<file path="src/rtl/vga_capture.sv">
// vga_capture: samples a VGA-format stream, measures line/frame timing,
// locks after LOCK_FRAMES consecutive good frames and then emits one
// frame-buffer write per active pixel.
// Optional feature macro: VGA_CAPTURE_CRC_EN (per-frame CRC-16-CCITT of written data).
module vga_capture #(
  parameter int H_TOTAL     = 800,
  parameter int V_TOTAL     = 525,
  parameter int H_ACTIVE    = 640,
  parameter int V_ACTIVE    = 480,
  parameter int LOCK_FRAMES = 2
) (
  input  logic        clock,
  input  logic        reset,
  input  logic        hsync,
  input  logic        vsync,
  input  logic        blank,
  input  logic [7:0]  color_in,
  output logic        wr_en,
  output logic [18:0] wr_addr,
  output logic [7:0]  wr_data,
  output logic [9:0]  x_out,
  output logic [9:0]  y_out,
  output logic        locked,
  output logic        frame_done,
  output logic        err,
  output logic        overflow,
  output logic [9:0]  line_len,
  output logic [9:0]  frame_lines,
  output logic [15:0] frame_crc
);

  typedef enum logic [1:0] {SEARCH, MEASURE, LOCKED} state_t;

  state_t      state_q, state_d;
  logic [2:0]  good_cnt, good_d;
  logic        err_d, fdone_d;

  logic        hs_q, vs_q, bl_q;      // S1 input register
  logic        hs_p, vs_p, bl_p;      // previous S1 value for edge detect
  logic [7:0]  col_q;
  logic        hfall, vfall, bfall;

  logic [9:0]  h_meas, v_meas, lines_n;
  logic        lines_ok, line_good, frame_len_good, frame_good;

  logic [9:0]  x, y;
  logic [18:0] addr;
  logic        pix_in, wr_go;

  assign hfall = hs_p & ~hs_q;
  assign vfall = vs_p & ~vs_q;
  assign bfall = bl_p & ~bl_q;

  // A coincident hfall is counted into the frame that this vfall closes.
  assign lines_n        = v_meas + {9'd0, hfall};
  assign line_good      = (h_meas == 10'(H_TOTAL));
  assign frame_len_good = (lines_n == 10'(V_TOTAL));
  assign frame_good     = frame_len_good && lines_ok && !(hfall && !line_good);

  assign pix_in = (x < 10'(H_ACTIVE)) && (y < 10'(V_ACTIVE));
  assign wr_go  = (state_q == LOCKED) && !vfall && bl_q && pix_in;
  assign locked = (state_q == LOCKED);

  // Input register and edge-detect history.
  always_ff @(posedge clock or posedge reset) begin
    if (reset) begin
      {hs_q, vs_q, bl_q, hs_p, vs_p, bl_p} <= '0;
      col_q <= '0;
    end else begin
      {hs_q, vs_q, bl_q} <= {hsync, vsync, blank};
      {hs_p, vs_p, bl_p} <= {hs_q, vs_q, bl_q};
      col_q <= color_in;
    end
  end

  // Line and frame measurement; lines_ok tracks whether every line of the frame was H_TOTAL.
  always_ff @(posedge clock or posedge reset) begin
    if (reset) begin
      h_meas      <= '0;
      v_meas      <= '0;
      line_len    <= '0;
      frame_lines <= '0;
      lines_ok    <= 1'b0;
    end else begin
      if (hfall) begin
        h_meas   <= 10'd1;
        line_len <= h_meas;
      end else if (h_meas != 10'h3FF) begin
        h_meas <= h_meas + 10'd1;
      end
      if (vfall) begin
        frame_lines <= lines_n;
        v_meas      <= '0;
        lines_ok    <= 1'b1;
      end else if (hfall) begin
        v_meas <= v_meas + 10'd1;
        if (!line_good) lines_ok <= 1'b0;
      end
    end
  end

  // FSM state, good-frame counter and one-cycle pulses.
  always_ff @(posedge clock or posedge reset) begin
    if (reset) begin
      state_q    <= SEARCH;
      good_cnt   <= '0;
      err        <= 1'b0;
      frame_done <= 1'b0;
    end else begin
      state_q    <= state_d;
      good_cnt   <= good_d;
      err        <= err_d;
      frame_done <= fdone_d;
    end
  end

  // Next-state logic: lock after LOCK_FRAMES good frames, drop on any bad line/frame.
  always_comb begin
    state_d = state_q;
    good_d  = good_cnt;
    err_d   = 1'b0;
    fdone_d = 1'b0;
    case (state_q)
      SEARCH: if (vfall) begin
        state_d = MEASURE;
        good_d  = '0;
      end
      MEASURE: if (vfall) begin
        if (!frame_good) begin
          good_d = '0;
        end else if (good_cnt + 3'd1 == 3'(LOCK_FRAMES)) begin
          state_d = LOCKED;
          good_d  = '0;
        end else begin
          good_d = good_cnt + 3'd1;
        end
      end
      LOCKED: begin
        if ((hfall && !line_good) || (vfall && !frame_len_good)) begin
          state_d = SEARCH;
          err_d   = 1'b1;
        end else if (vfall) begin
          fdone_d = 1'b1;
        end
      end
      default: state_d = SEARCH;
    endcase
  end

  // Pixel capture: running address counter, coordinates restart on vfall / blank fall.
  always_ff @(posedge clock or posedge reset) begin
    if (reset) begin
      wr_en    <= 1'b0;
      wr_addr  <= '0;
      wr_data  <= '0;
      x_out    <= '0;
      y_out    <= '0;
      x        <= '0;
      y        <= '0;
      addr     <= '0;
      overflow <= 1'b0;
    end else begin
      wr_en <= wr_go;
      if (vfall) begin
        x        <= '0;
        y        <= '0;
        addr     <= '0;
        overflow <= 1'b0;
      end else if (state_q == LOCKED) begin
        if (bl_q) begin
          if (pix_in) begin
            wr_addr <= addr;
            wr_data <= col_q;
            x_out   <= x;
            y_out   <= y;
            x       <= x + 10'd1;
            addr    <= addr + 19'd1;
          end else begin
            overflow <= 1'b1;
          end
        end else if (bfall) begin
          x <= '0;
          y <= y + 10'd1;
        end
      end
    end
  end

`ifdef VGA_CAPTURE_CRC_EN
  logic [15:0] crc_acc;

  function automatic logic [15:0] crc_step(input logic [15:0] c, input logic [7:0] d);
    logic [15:0] r;
    r = c;
    for (int i = 7; i >= 0; i--)
      r = (r[15] ^ d[i]) ? ({r[14:0], 1'b0} ^ 16'h1021) : {r[14:0], 1'b0};
    return r;
  endfunction

  // CRC over every issued write; latched and reinitialised at each vfall.
  always_ff @(posedge clock or posedge reset) begin
    if (reset) begin
      crc_acc   <= 16'hFFFF;
      frame_crc <= '0;
    end else if (vfall) begin
      frame_crc <= crc_acc;
      crc_acc   <= 16'hFFFF;
    end else if (wr_go) begin
      crc_acc <= crc_step(crc_acc, col_q);
    end
  end
`else
  assign frame_crc = '0;
`endif

endmodule

</file>
<file path="config.mk">
export PLATFORM = sky130hd
export DESIGN_NAME = vga_capture
export DESIGN_NICKNAME = d
export VERILOG_FILES = /design/src/rtl/vga_capture.sv
export SDC_FILE = /design/constraint.sdc
export NUM_CORES = 1
export LEC_CHECK = 0
export ABC_AREA = 1
export CAP_MARGIN = 25
export CORE_MARGIN = 3
export CORE_UTILIZATION = 51
export CTS_BUF_LIST = sky130_fd_sc_hd__clkbuf_8
export DETAILED_ROUTE_END_ITERATION = 10
export PLACE_DENSITY = 0.8
export SLEW_MARGIN = 20
export SYNTH_ARGS = -nofsm -noshare
export SYNTH_HDL_FRONTEND = slang
export SYNTH_SLANG_ARGS = --single-unit
</file>
<file path="constraint.sdc">
create_clock -name clock -period 5.5 [get_ports clock]
set_clock_uncertainty 0.2 [all_clocks]
set_input_delay 1.1 -clock clock [delete_from_list [all_inputs] [get_ports clock]]
set_output_delay 1.1 -clock clock [all_outputs]
set_load 0.05 [all_outputs]
</file>
==> flow_metrics.py <==
metrics = {
    "setup_path": {
        "end_kind": "output port",
        "arrival_ps": 1980,
        "worst_path_largest_cell_delay_ps": 830,
        "crit_slowest_cell": "clkdlybuf4s50_1",
        "startpoint": "state_q[0]",
        "cp-start-kind": "register",
        "path_max_fanout": 5,
        "r2r-start": "vs_q",
        "worst_ep_required_time_ps": 4200,
        "worst-setup-path-type": "reg -> out",
        "crit_chain": "inv_2, nand2_2, inv_1, clkdlybuf4s50_1",
    },
    "cts": {
        "ctsLongestPathBuffers": 2,
        "postCtsSetupRepairBufs": 0,
        "cts_num_sinks": 150,
        "clk_latency_ps": 460,
        "htree_levels": 4,
        "cts_hold_buffers": 0,
        "cts_made_buffers": 17,
        "cts_tree": "done",
        "post_cts_resized": 0,
        "clk_pin_slew_worst_paths_ps": 80,
        "clock-root-buffer": "clkbuf_8",
    },
    "pwr": {
        "p_int_mw": 1.68,
        "clockPowerShare_pct": 38.8,
        "p_leak_nw": 3.73,
        "p_switching_mw": 0.653,
        "p_seq_share_pct": 50.4,
        "pwr-share-comb_pct": 10.8,
        "power_density_mw_per_mm2": 284,
        "switching_share_pct": 28.0,
        "peakVddDrop_mv": 0.210,
    },
    "placed_design": {
        "gp_congestion": 0.857,
        "dp.cells": 1029,
        "place_area_mm2": 0.00778,
        "hpwl_um": 9930,
        "portBuffers": 84,
    },
    "timing": {
        "slew_headroom_pct": 42.0,
        "max_freq_mhz": 305,
        "tightest_slew_ps": 867,
        "rsz0062_at_grt": "no",
        "slew_viol_final": 0,
        "finalSetupViolCount": 0,
        "finalCriticalPeriod_ps": 3280,
        "hold_viol": 0,
        "timing.setup.tns_ps": 0,
        "fin_crit_sh_pct": 59.6,
    },
    "floorplan": {
        "die_y_um": 122,
        "num_rows": 41,
        "num_io_pins": 101,
        "die_x_um": 122,
        "start_util_pct": 53.3,
        "core_area_mm2": 0.0129,
        "die-area_mm2": 0.0149,
    },
    "global_routing": {
        "overflow": 0,
        "first_global_vias": 5180,
        "grt_first_pass_wirelength_um": 24400,
        "grt_max_degree": 91,
        "grtUsageTotal_pct": 20.6,
        "antenna_found_initial": 0,
    },
    "worst_hold_path": {
        "hp-class": "reg -> reg",
        "min_from": "hs_q",
    },
    "logic_synthesis": {
        "synth.distinct_cells": 42,
        "syn_area_mm2": 0.00686,
        "synth_top_area_share_pct": 54.7,
        "synth-seq-cells": 150,
        "synth_top_area_cell": "dfrtp_1",
        "yosysWarningCount": 0,
        "synth_cells": 793,
        "seq_area_frac_synth_pct": 54.7,
        "yosys-top-cells-area": "dfrtp_1, nand2_1, inv_1",
        "syn_avg_cell_area_um2": 8.65,
    },
    "final_layout": {
        "nFillCells": 1082,
        "nNetsFinal": 899,
        "synthToLayoutAreaGrowth_pct": 19.5,
        "fin_cells": 1061,
        "final_area_mm2": 0.00820,
        "num_antenna_cells": 0,
        "drive_gt1_share_pct": 9.79,
    },
    "routing": {
        "drtAntennaViolNets": 0,
        "vias": 5417,
        "routed_via_density": 5.11,
        "wl_per_cell_um": 13.5,
        "wl_um": 14400,
        "drc": 0,
        "first_pass_iters": 5,
        "drt_iter0_drc": 306,
    },
    "flow_run": {
        "drv_cap": 0,
    },
    "outcome": {
        "outcome": "finished clean",
    },
}
## power groups by stage
stage | Combinational (mW) | Clock (mW) | Sequential [mW]
3_3_place_gp | 0.249 | 0 | 1.19
3_5_place_dp | 0.254 | 0 | 1.19
4_1_cts | 0.256 | 0.920 | 1.17
2_1_floorplan | 0.128 | 0 | 1.25
5_1_grt | 0.276 | 0.962 | 1.18
6_report | 0.252 | 0.903 | 1.17
## Yosys cell counts
cell	instances
o211ai_1	3
o31ai_1	2
inv_1	83
nand3_2	3
xor2_1	3
nand2_1	206
nand2_4	2
nor2_2	8
conb_1	1
nand3b_1	1
o22ai_1	6
xnor2_1	2
o21ai_0	61
clkbuf_1	9
buf_4	16
nor4_1	1
clkinv_1	1
a21oi_2	1
nor2_1	50
a21oi_1	21
dfrtp_1	150
nor2_4	6
a211oi_1	1
buf_6	1
o21a_1	3
a31oi_1	10
inv_2	10
nor3b_1	1
or2_2	3
a31o_2	1
nor3_1	16
ha_1	10
o21ai_1	29
a22oi_2	1
nand2_2	8
nand3_1	34
nand4_2	1
nand4_1	9
nor3_2	5
o221ai_1	1
inv_4	1
buf_2	12
## cell usage in the layout (no fill, tap or decap), types with 2 or more instances in the layout
master,instances
inv_6,4
inv_2,10
nor2_2,8
dfrtp_1,150
nand3_2,3
a21oi_1,21
clkinv_4,2
ha_1,10
clkbuf_8,18
nand4_1,9
clkinvlp_4,4
a31oi_1,10
buf_4,3
nand2_2,9
nand2_4,2
nor3_1,16
xor2_1,3
o22ai_1,6
clkinv_2,2
nand3_1,34
nor2_4,6
o21ai_0,61
o31ai_1,2
nand2_1,205
conb_1,16
xnor2_1,2
nor2_1,50
inv_1,82
o21a_1,3
o21ai_1,29
or2_2,3
o211ai_1,3
bufinv_16,3
clkdlybuf4s50_1,84
nor3_2,5
## kinds of logic (layout without fill, tap and decap cells)
family	after synthesis	in the layout	share of synthesized area, %
xor+xnor	5	5	0.638
other cells	1	16	0.0546
fa+ha+maj	10	10	1.82
simple gates	354	354	23.2
compound gates	140	140	11.1
flops	150	150	54.7
buf+inv	133	214	8.51
## sequential cells by signal, indices dropped and copies added (netlist names), 2 cells and up
register	flops
addr	19
wr_addr	19
frame_lines	10
h_meas	10
line_len	10
v_meas	10
x	10
x_out	10
y	10
y_out	10
col_q	8
wr_data	8
good_cnt	3
state_q	2
## per-layer routing
| layer | vias up | GRT usage (%) | wire length (um) |
|---|---|---|---|
| met3 | 14 | 4.46 | 593 |
| met5 | - | 0 | 0 |
| met2 | 107 | 33.9 | 7000 |
| li1 | 2697 | - | - |
| met1 | 2599 | 27.1 | 6590 |
| met4 | 0 | 7.49 | 177 |
## layout make-up
type                       count  area (um^2)  area share [%]
sequential                   150         3750            45.8
clock inverter                14          174            2.12
tap                          172          215            2.62
multi-input combinational    525         2580            31.5
inverter                      95          364            4.44
clock buffer                  18          248            3.02
timing repair buffer          87          863            10.5
## through the flow
step                worst slack (ps)  util [%]  hold WS (ps)  total power [mW]
floorplan                        164         -           210              1.38
global placement                2640      60.4           214              1.44
detailed placement              2620      60.4           220              1.45
CTS                             2190      63.7           237              2.35
global route                    2090      63.7           251              2.42
finish                          2220      63.7           235              2.33
## final timing paths
path	to	slack, ps	cells past startpoint
worst max-delay path	locked	2220	4
worst min-delay path	hs_p	230	0
worst max register to register	addr[12]	2630	8
worst min register to register	hs_p	230	0
max in group asynchronous	col_q[4]	3160	3
min in group asynchronous	line_len[5]	960	2
## worst max-delay path: cells and delay by family (launching register included)
kind	cells	cell delay, ps
buf+inv	3	1050
flops	1	370
simple gates	1	90
Note: power is estimated with default switching activity, not from simulation.
